--- src/rtl/dmem_arbiter_pkg.sv ---
// -----------------------------------------------------------------------------
// dmem_arb_pkg
// Shared types and widths for the data-memory arbiter slice.
//   DMEM_AW / DMEM_DW : word address / data widths of the memory macro
//   port_id_t         : requester index (0 = CPU load/store, 1 = DMA/debug)
//   mem_cmd_t         : one memory command as presented by a requester
//   rd_tag_t          : read response tag carried down the latency pipe
// -----------------------------------------------------------------------------
package dmem_arb_pkg;

    localparam int DMEM_AW = 7;
    localparam int DMEM_DW = 32;

    typedef logic port_id_t;

    typedef struct packed {
        logic               we;
        logic [DMEM_AW-1:0] addr;
        logic [DMEM_DW-1:0] wdata;
    } mem_cmd_t;

    typedef struct packed {
        logic     valid;
        port_id_t port;
    } rd_tag_t;

endpackage

--- src/rtl/dmem_arbiter_if.sv ---
// -----------------------------------------------------------------------------
// dmem_arbiter_if
// Request/response bundle for one requester of the data-memory arbiter.
//   req, we, addr, wdata : command, held stable by the requester until gnt
//   gnt                  : command accepted this cycle
//   rvalid               : read data for this requester is on the shared rdata
// Modports: master = requester side, slave = arbiter side.
// -----------------------------------------------------------------------------
interface dmem_arbiter_if;
    import dmem_arb_pkg::*;

    logic               req;
    logic               we;
    logic [DMEM_AW-1:0] addr;
    logic [DMEM_DW-1:0] wdata;
    logic               gnt;
    logic               rvalid;

    modport master (output req, we, addr, wdata, input gnt, rvalid);
    modport slave  (input req, we, addr, wdata, output gnt, rvalid);

endinterface

--- src/rtl/dmem_rd_tag_pipe.sv ---
// -----------------------------------------------------------------------------
// dmem_rd_tag_pipe
// Fixed-length delay line of read tags; a tag pushed in cycle t appears on
// tag_out in cycle t+DEPTH. Synchronous flush on rst drops in-flight reads.
//   clk, rst : clock, synchronous active-high reset/flush
//   tag_in   : tag of the read granted this cycle (valid=0 when none)
//   tag_out  : tag whose read data is on the memory bus this cycle
// -----------------------------------------------------------------------------
module dmem_rd_tag_pipe
    import dmem_arb_pkg::*;
#(
    parameter int DEPTH = 2   // >= 2 (1 pin cycle + at least 1 read latency)
) (
    input  logic    clk,
    input  logic    rst,
    input  rd_tag_t tag_in,
    output rd_tag_t tag_out
);

    rd_tag_t [DEPTH-1:0] stage_q;
    rd_tag_t [DEPTH-1:0] stage_d;

    always_comb begin
        stage_d = {stage_q[DEPTH-2:0], tag_in};
    end

    // NOTE: every stage is cleared on reset, not just the data path; a stale
    // valid bit left in the line would fire a phantom rvalid after reset.
    always_ff @(posedge clk) begin
        if (rst) begin
            stage_q <= '0;
        end else begin
            stage_q <= stage_d;
        end
    end

    assign tag_out = stage_q[DEPTH-1];

endmodule

--- src/rtl/dmem_arbiter.sv ---
// -----------------------------------------------------------------------------
// dmem_arbiter
// Shares one single-port synchronous data memory between the CPU load/store
// path (p0) and a loader/debug DMA master (p1). One access per cycle, memory
// pins registered, read data returned to the originating port RD_LAT+1 cycles
// after its grant.
//   clk, rst        : clock, synchronous active-high reset
//   p0, p1          : requester bundles (slave modport)
//   rdata           : shared read data, zero unless an rvalid is high
//   CEN, WEN, OEN   : memory chip/write/output enables, active-low, registered
//   A, Data2Mem     : memory address / write data, registered
//   ReadDataMem     : memory read data
// Build option: define DMEM_ARB_RR_EN for round-robin arbitration; otherwise
// port 0 has fixed priority.
// -----------------------------------------------------------------------------
module dmem_arbiter
    import dmem_arb_pkg::*;
#(
    parameter int RD_LAT = 1   // 1..4
) (
    input  logic               clk,
    input  logic               rst,
    dmem_arbiter_if.slave      p0,
    dmem_arbiter_if.slave      p1,
    output logic [DMEM_DW-1:0] rdata,
    output logic               CEN,
    output logic               WEN,
    output logic               OEN,
    output logic [DMEM_AW-1:0] A,
    output logic [DMEM_DW-1:0] Data2Mem,
    input  logic [DMEM_DW-1:0] ReadDataMem
);

    logic gnt0;
    logic gnt1;

    // Grants are suppressed in the reset cycle so nothing granted there can
    // reach the pins or the tag pipe.
`ifdef DMEM_ARB_RR_EN
    port_id_t ptr_q;
    port_id_t ptr_d;

    // NOTE: every combinational output gets a default first so no path leaves
    // it unassigned, which would otherwise infer a latch.
    always_comb begin
        gnt0 = 1'b0;
        gnt1 = 1'b0;
        if (!rst) begin
            if (p0.req && (!p1.req || ptr_q == 1'b0)) begin
                gnt0 = 1'b1;
            end else if (p1.req) begin
                gnt1 = 1'b1;
            end
        end
    end

    // Pointer prefers the port that did not win last; idle cycles keep it.
    always_comb begin
        ptr_d = ptr_q;
        if (gnt0) begin
            ptr_d = 1'b1;
        end else if (gnt1) begin
            ptr_d = 1'b0;
        end
    end

    // NOTE: state registers use non-blocking assignments so every flop samples
    // the pre-edge values, independent of statement order.
    always_ff @(posedge clk) begin
        if (rst) begin
            ptr_q <= 1'b0;
        end else begin
            ptr_q <= ptr_d;
        end
    end
`else
    always_comb begin
        gnt0 = !rst && p0.req;
        gnt1 = !rst && p1.req && !p0.req;
    end
`endif

    logic     gnt_any;
    mem_cmd_t cmd;

    always_comb begin
        gnt_any   = gnt0 | gnt1;
        cmd.we    = gnt1 ? p1.we    : p0.we;
        cmd.addr  = gnt1 ? p1.addr  : p0.addr;
        cmd.wdata = gnt1 ? p1.wdata : p0.wdata;
    end

    assign p0.gnt = gnt0;
    assign p1.gnt = gnt1;

    // Memory pin register.
    logic               cen_q, cen_d;
    logic               wen_q, wen_d;
    logic               oen_q, oen_d;
    logic [DMEM_AW-1:0] a_q,   a_d;
    logic [DMEM_DW-1:0] d2m_q, d2m_d;

    always_comb begin
        cen_d = 1'b1;
        wen_d = 1'b1;
        oen_d = 1'b1;
        a_d   = a_q;
        d2m_d = d2m_q;
        if (gnt_any) begin
            cen_d = 1'b0;
            wen_d = ~cmd.we;
            oen_d = cmd.we;
            a_d   = cmd.addr;
            if (cmd.we) begin
                d2m_d = cmd.wdata;
            end
        end
    end

    always_ff @(posedge clk) begin
        if (rst) begin
            cen_q <= 1'b1;
            wen_q <= 1'b1;
            oen_q <= 1'b1;
            a_q   <= '0;
            d2m_q <= '0;
        end else begin
            cen_q <= cen_d;
            wen_q <= wen_d;
            oen_q <= oen_d;
            a_q   <= a_d;
            d2m_q <= d2m_d;
        end
    end

    assign CEN      = cen_q;
    assign WEN      = wen_q;
    assign OEN      = oen_q;
    assign A        = a_q;
    assign Data2Mem = d2m_q;

    // Read response path: one stage for the pin register plus RD_LAT for the
    // memory itself.
    rd_tag_t tag_in;
    rd_tag_t tag_out;

    always_comb begin
        tag_in.valid = gnt_any && !cmd.we;
        tag_in.port  = gnt1;
    end

    dmem_rd_tag_pipe #(
        .DEPTH (1 + RD_LAT)
    ) u_tag_pipe (
        .clk     (clk),
        .rst     (rst),
        .tag_in  (tag_in),
        .tag_out (tag_out)
    );

    // Responses are masked during reset so the flush is visible immediately.
    logic rvalid0;
    logic rvalid1;

    always_comb begin
        rvalid0 = tag_out.valid && !rst && (tag_out.port == 1'b0);
        rvalid1 = tag_out.valid && !rst && (tag_out.port == 1'b1);
        rdata   = (rvalid0 || rvalid1) ? ReadDataMem : '0;
    end

    assign p0.rvalid = rvalid0;
    assign p1.rvalid = rvalid1;

endmodule

--- src/flat_wrapper.sv ---
// flat-port wrapper written by rule: the top's interface ports become plain ports
module dmem_arbiter_flat import dmem_arb_pkg::*;
#(
    parameter int RD_LAT = 1          
)
  (clk, rst, rdata, CEN, WEN, OEN, A, Data2Mem, ReadDataMem, p0_req, p0_we, p0_addr, p0_wdata, p0_gnt, p0_rvalid, p1_req, p1_we, p1_addr, p1_wdata, p1_gnt, p1_rvalid);
  dmem_arbiter_if p0_i ();
  dmem_arbiter_if p1_i ();
  input  logic clk;
  input  logic rst;
  output logic [DMEM_DW-1:0] rdata;
  output logic CEN;
  output logic WEN;
  output logic OEN;
  output logic [DMEM_AW-1:0] A;
  output logic [DMEM_DW-1:0] Data2Mem;
  input  logic [DMEM_DW-1:0] ReadDataMem;
  input wire logic [$bits(p0_i.req)-1:0] p0_req;
  input wire logic [$bits(p0_i.we)-1:0] p0_we;
  input wire logic [$bits(p0_i.addr)-1:0] p0_addr;
  input wire logic [$bits(p0_i.wdata)-1:0] p0_wdata;
  output wire logic [$bits(p0_i.gnt)-1:0] p0_gnt;
  output wire logic [$bits(p0_i.rvalid)-1:0] p0_rvalid;
  input wire logic [$bits(p1_i.req)-1:0] p1_req;
  input wire logic [$bits(p1_i.we)-1:0] p1_we;
  input wire logic [$bits(p1_i.addr)-1:0] p1_addr;
  input wire logic [$bits(p1_i.wdata)-1:0] p1_wdata;
  output wire logic [$bits(p1_i.gnt)-1:0] p1_gnt;
  output wire logic [$bits(p1_i.rvalid)-1:0] p1_rvalid;
  assign p0_i.req = p0_req;
  assign p0_i.we = p0_we;
  assign p0_i.addr = p0_addr;
  assign p0_i.wdata = p0_wdata;
  assign p0_gnt = p0_i.gnt;
  assign p0_rvalid = p0_i.rvalid;
  assign p1_i.req = p1_req;
  assign p1_i.we = p1_we;
  assign p1_i.addr = p1_addr;
  assign p1_i.wdata = p1_wdata;
  assign p1_gnt = p1_i.gnt;
  assign p1_rvalid = p1_i.rvalid;
  dmem_arbiter #(.RD_LAT(RD_LAT)) u_core (.clk(clk), .rst(rst), .p0(p0_i), .p1(p1_i), .rdata(rdata), .CEN(CEN), .WEN(WEN), .OEN(OEN), .A(A), .Data2Mem(Data2Mem), .ReadDataMem(ReadDataMem));
endmodule
--- config.mk ---
export PLATFORM = sky130hd
export DESIGN_NAME = dmem_arbiter_flat
export DESIGN_NICKNAME = d
export VERILOG_FILES = /design/src/rtl/dmem_arbiter_pkg.sv /design/src/rtl/dmem_arbiter_if.sv /design/src/rtl/dmem_rd_tag_pipe.sv /design/src/rtl/dmem_arbiter.sv /design/src/flat_wrapper.sv
export SDC_FILE = /design/constraint.sdc
export NUM_CORES = 1
export LEC_CHECK = 0
export ABC_AREA = 1
export CORE_MARGIN = 3
export CORE_UTILIZATION = 34
export DETAILED_ROUTE_END_ITERATION = 10
export PLACE_DENSITY = 0.82
export SLEW_MARGIN = 20
export SYNTH_ARGS = -nofsm -noshare
export SYNTH_HDL_FRONTEND = slang
export SYNTH_SLANG_ARGS = --single-unit
--- constraint.sdc ---
create_clock -name clk -period 1.45 [get_ports clk]
set_input_delay 0.29 -clock clk [delete_from_list [all_inputs] [get_ports clk]]
set_output_delay 0.29 -clock clk [all_outputs]
set_load 0.005 [all_outputs]
==> impl_metrics.json <==
{
  "clockRootBuffer": "clkbuf_8",
  "track_usage": 0.205,
  "cp-endpoint": "rdata[20]",
  "placed_cell_area_sq_um": 4580,
  "p_leak_nw": 2.79,
  "dp_cells": 722,
  "critPathLaunch": "u_core.u_tag_pipe.tag_out[1]",
  "final_area_sq_um": 4680,
  "arrival_ns": 1.19,
  "holdPathStages": 2,
  "period_needed_ns": 1.48,
  "synth.avg_cell_area_sq_um": 5.69,
  "cts_buffers": 5,
  "wl_per_cell_um": 11.9,
  "status": "complete, but fails checks",
  "worst_clock_skew_ns": 0.000353,
  "start_util": 0.360,
  "multi_input_area_sq_um": 1230,
  "tightest_slew_ns": 0.323,
  "first_iter_violations": 84,
  "grt_pass1_vias": 3010,
  "synth_area_sq_um": 2510,
  "hold-worst-slack_ns": 0.402,
  "ff2ff_path_depth": 4,
  "seq_area_frac_synth": 0.367,
  "rr_startpoint": "u_core.Data2Mem[25]",
  "cts_sinks": 46,
  "rsz0062_at_grt": "true",
  "coreArea_sq_um": 6980,
  "syn_nets": 557,
  "pre_cts_ws_ns": -0.540,
  "synthTopCellsByArea": "dfxtp_1 37%, nand2_1 24%, nor2_1 17%",
  "wirelength_um": 8740,
  "grt_antenna_before_repair": 0,
  "ff_latch_area_sq_um": 928,
  "fillers": 624,
  "path_max_fanout": 17,
  "p_total_mw": 3.25,
  "rows": 30,
  "antenna_cells": 0,
  "rrSetupSlack_ns": 0.83,
  "drtAntennaViolNets": 0,
  "dr.pass1.iters": 4,
  "htreeDepth": 2,
  "avgViaCountPerCell": 4.30,
  "clockBufferDepth": 2,
  "synth-edff-count": 0,
  "path_class": "reg2out",
  "drc": 0,
  "utilization": 0.671,
  "place.gp.congestion": 0.806,
  "fin_tns_setup_ns": -0.0706,
  "ys_top_cells_by_count": "163 x nand2_1, 115 x nor2_1, 74 x inv_1, 46 x dfxtp_1",
  "synth-async-reset-ratio": 0,
  "grt-ovfl-total": 0,
  "synth-main-ff-cell": "dfxtp_1",
  "synth_area_leader_cell": "dfxtp_1",
  "synthCells": 441,
  "worst_slack_ns": -0.0287,
  "finalSetupViolations": 5,
  "synth_most_common_cell": "nand2_1",
  "r2r_end": "u_core.Data2Mem[25]",
  "nets": 751,
  "ys_warn_count": 0,
  "end_kind": "output pin",
  "violations": "negative setup slack",
  "grt_max_degree": 35,
  "hold_violations": 0,
  "powerDensity_nw_per_um2": 693,
  "fmax_mhz": 676,
  "vias": 3144,
  "grt_pass1_wl_um": 14400,
  "yosys_register_bits": 46,
  "slew_headroom": 0.784,
  "peakVddDrop_mv": 0.416,
  "finalMaxSlewViolations": 0,
  "die_y_um": 91.9,
  "hpwl_um": 6750,
  "startpoint_type": "flop",
  "pin_count": 194,
  "worstHoldPathType": "reg2reg",
  "holdBufCountCts": 0,
  "io_buffers": 193,
  "synth_top_area_share": 0.367,
  "area_growth_pct": 86.5,
  "clk_pin_slew_ns": 0.08,
  "drive_gt1_frac": 0.140,
  "die_area_sq_um": 8450,
  "cts_tree": "built",
  "worstPathRequired_ns": 1.16,
  "cap_violations": 0,
  "min_period_over_period": 1.02,
  "final_cell_count_no_fill": 732,
  "dieWidth_um": 91.9,
  "synth_cell_types": 15,
  "insertion_delay_ns": 0.29
}
-- cells by family after synthesis --
| kind of cell | synth area share |
|---|---|
| simple gates | 0.440 |
| flops | 0.367 |
| buf+inv | 0.166 |
| compound gates | 0.0274 |
-- critical path: stages (launching register included) --
cell	delay (ns)
dfxtp_2	0.35
nand2_4	0.08
buf_12	0.16
nor2_1	0.10
clkdlybuf4s15_2	0.21
-- timing repair --
action / CTS / global route
resized for setup: 169 / 30
pin swaps: 1 / 0
setup endpoints to repair: 88 / 33
endpoints found under the hold margin: 0 / 0
cloned: 2 / 0
setup buffers: 1 / 0
-- how the worst min path moves through the flow --
stage	start	endpoint
6_report	u_core.u_tag_pipe.stage_d[3]	u_core.u_tag_pipe.tag_out[1]
3_5_place_dp	u_core.u_tag_pipe.stage_d[2]	u_core.u_tag_pipe.tag_out[0]
2_1_floorplan	rst	u_core.u_tag_pipe.tag_out[0]
4_1_cts	u_core.u_tag_pipe.stage_d[3]	u_core.u_tag_pipe.tag_out[1]
3_3_place_gp	u_core.u_tag_pipe.stage_d[3]	u_core.u_tag_pipe.tag_out[1]
5_1_grt	u_core.u_tag_pipe.stage_d[3]	u_core.u_tag_pipe.tag_out[1]
-- routing by layer --
layer / track usage / wire, um
met5: 0 / 0
met4: 0.0569 / 136
met3: 0.0632 / 822
met2: 0.380 / 4460
met1: 0.223 / 3320
-- report_power, final --
part	switching [mW]	internal [mW]	leakage, nW
logic	0.384	0.563	2.35
registers	0.0411	1.36	0.382
clock network	0.416	0.482	0.0575
-- state kept, by name (all words and copies together), names as in the netlist --
| signal | count |
|---|---|
| u_core.WEN | 1 |
| u_core.OEN | 1 |
| u_core.CEN | 1 |
| u_core.Data2Mem | 32 |
| u_core.A | 7 |
| u_core.u_tag_pipe.stage_d | 2 |
| u_core.u_tag_pipe.tag_out | 2 |
-- layout make-up --
type                            instances  area share
Tap cell                               96      0.0256
Timing Repair Buffer                  209       0.427
Inverter                               76      0.0617
Multi-Input combinational cell        296       0.262
Clock buffer                            8      0.0235
Sequential cell                        46       0.198
Timing Repair inverter                  1     0.00160
-- cells in the final DEF (no fill, tap or decap) --
| cell | n |
|---|---|
| nand2_1 | 162 |
| clkdlybuf4s50_1 | 121 |
| nor2_1 | 101 |
| inv_1 | 72 |
| dfxtp_1 | 40 |
| buf_2 | 29 |
| dlymetal6s2s_1 | 20 |
| dlygate4sd2_1 | 17 |
| nor2_2 | 14 |
| buf_4 | 12 |
| clkbuf_8 | 8 |
| nand3_1 | 7 |
| o31ai_1 | 6 |
| clkdlybuf4s15_2 | 6 |
| dfxtp_2 | 6 |
| inv_2 | 3 |
| buf_12 | 3 |
| clkinvlp_4 | 2 |
| nand2_4 | 1 |
| nand3_4 | 1 |
| nand4_1 | 1 |
| a21oi_4 | 1 |
| nand3_2 | 1 |
| o31ai_2 | 1 |
| buf_16 | 1 |
Note: power is estimated with default switching activity, not from simulation.
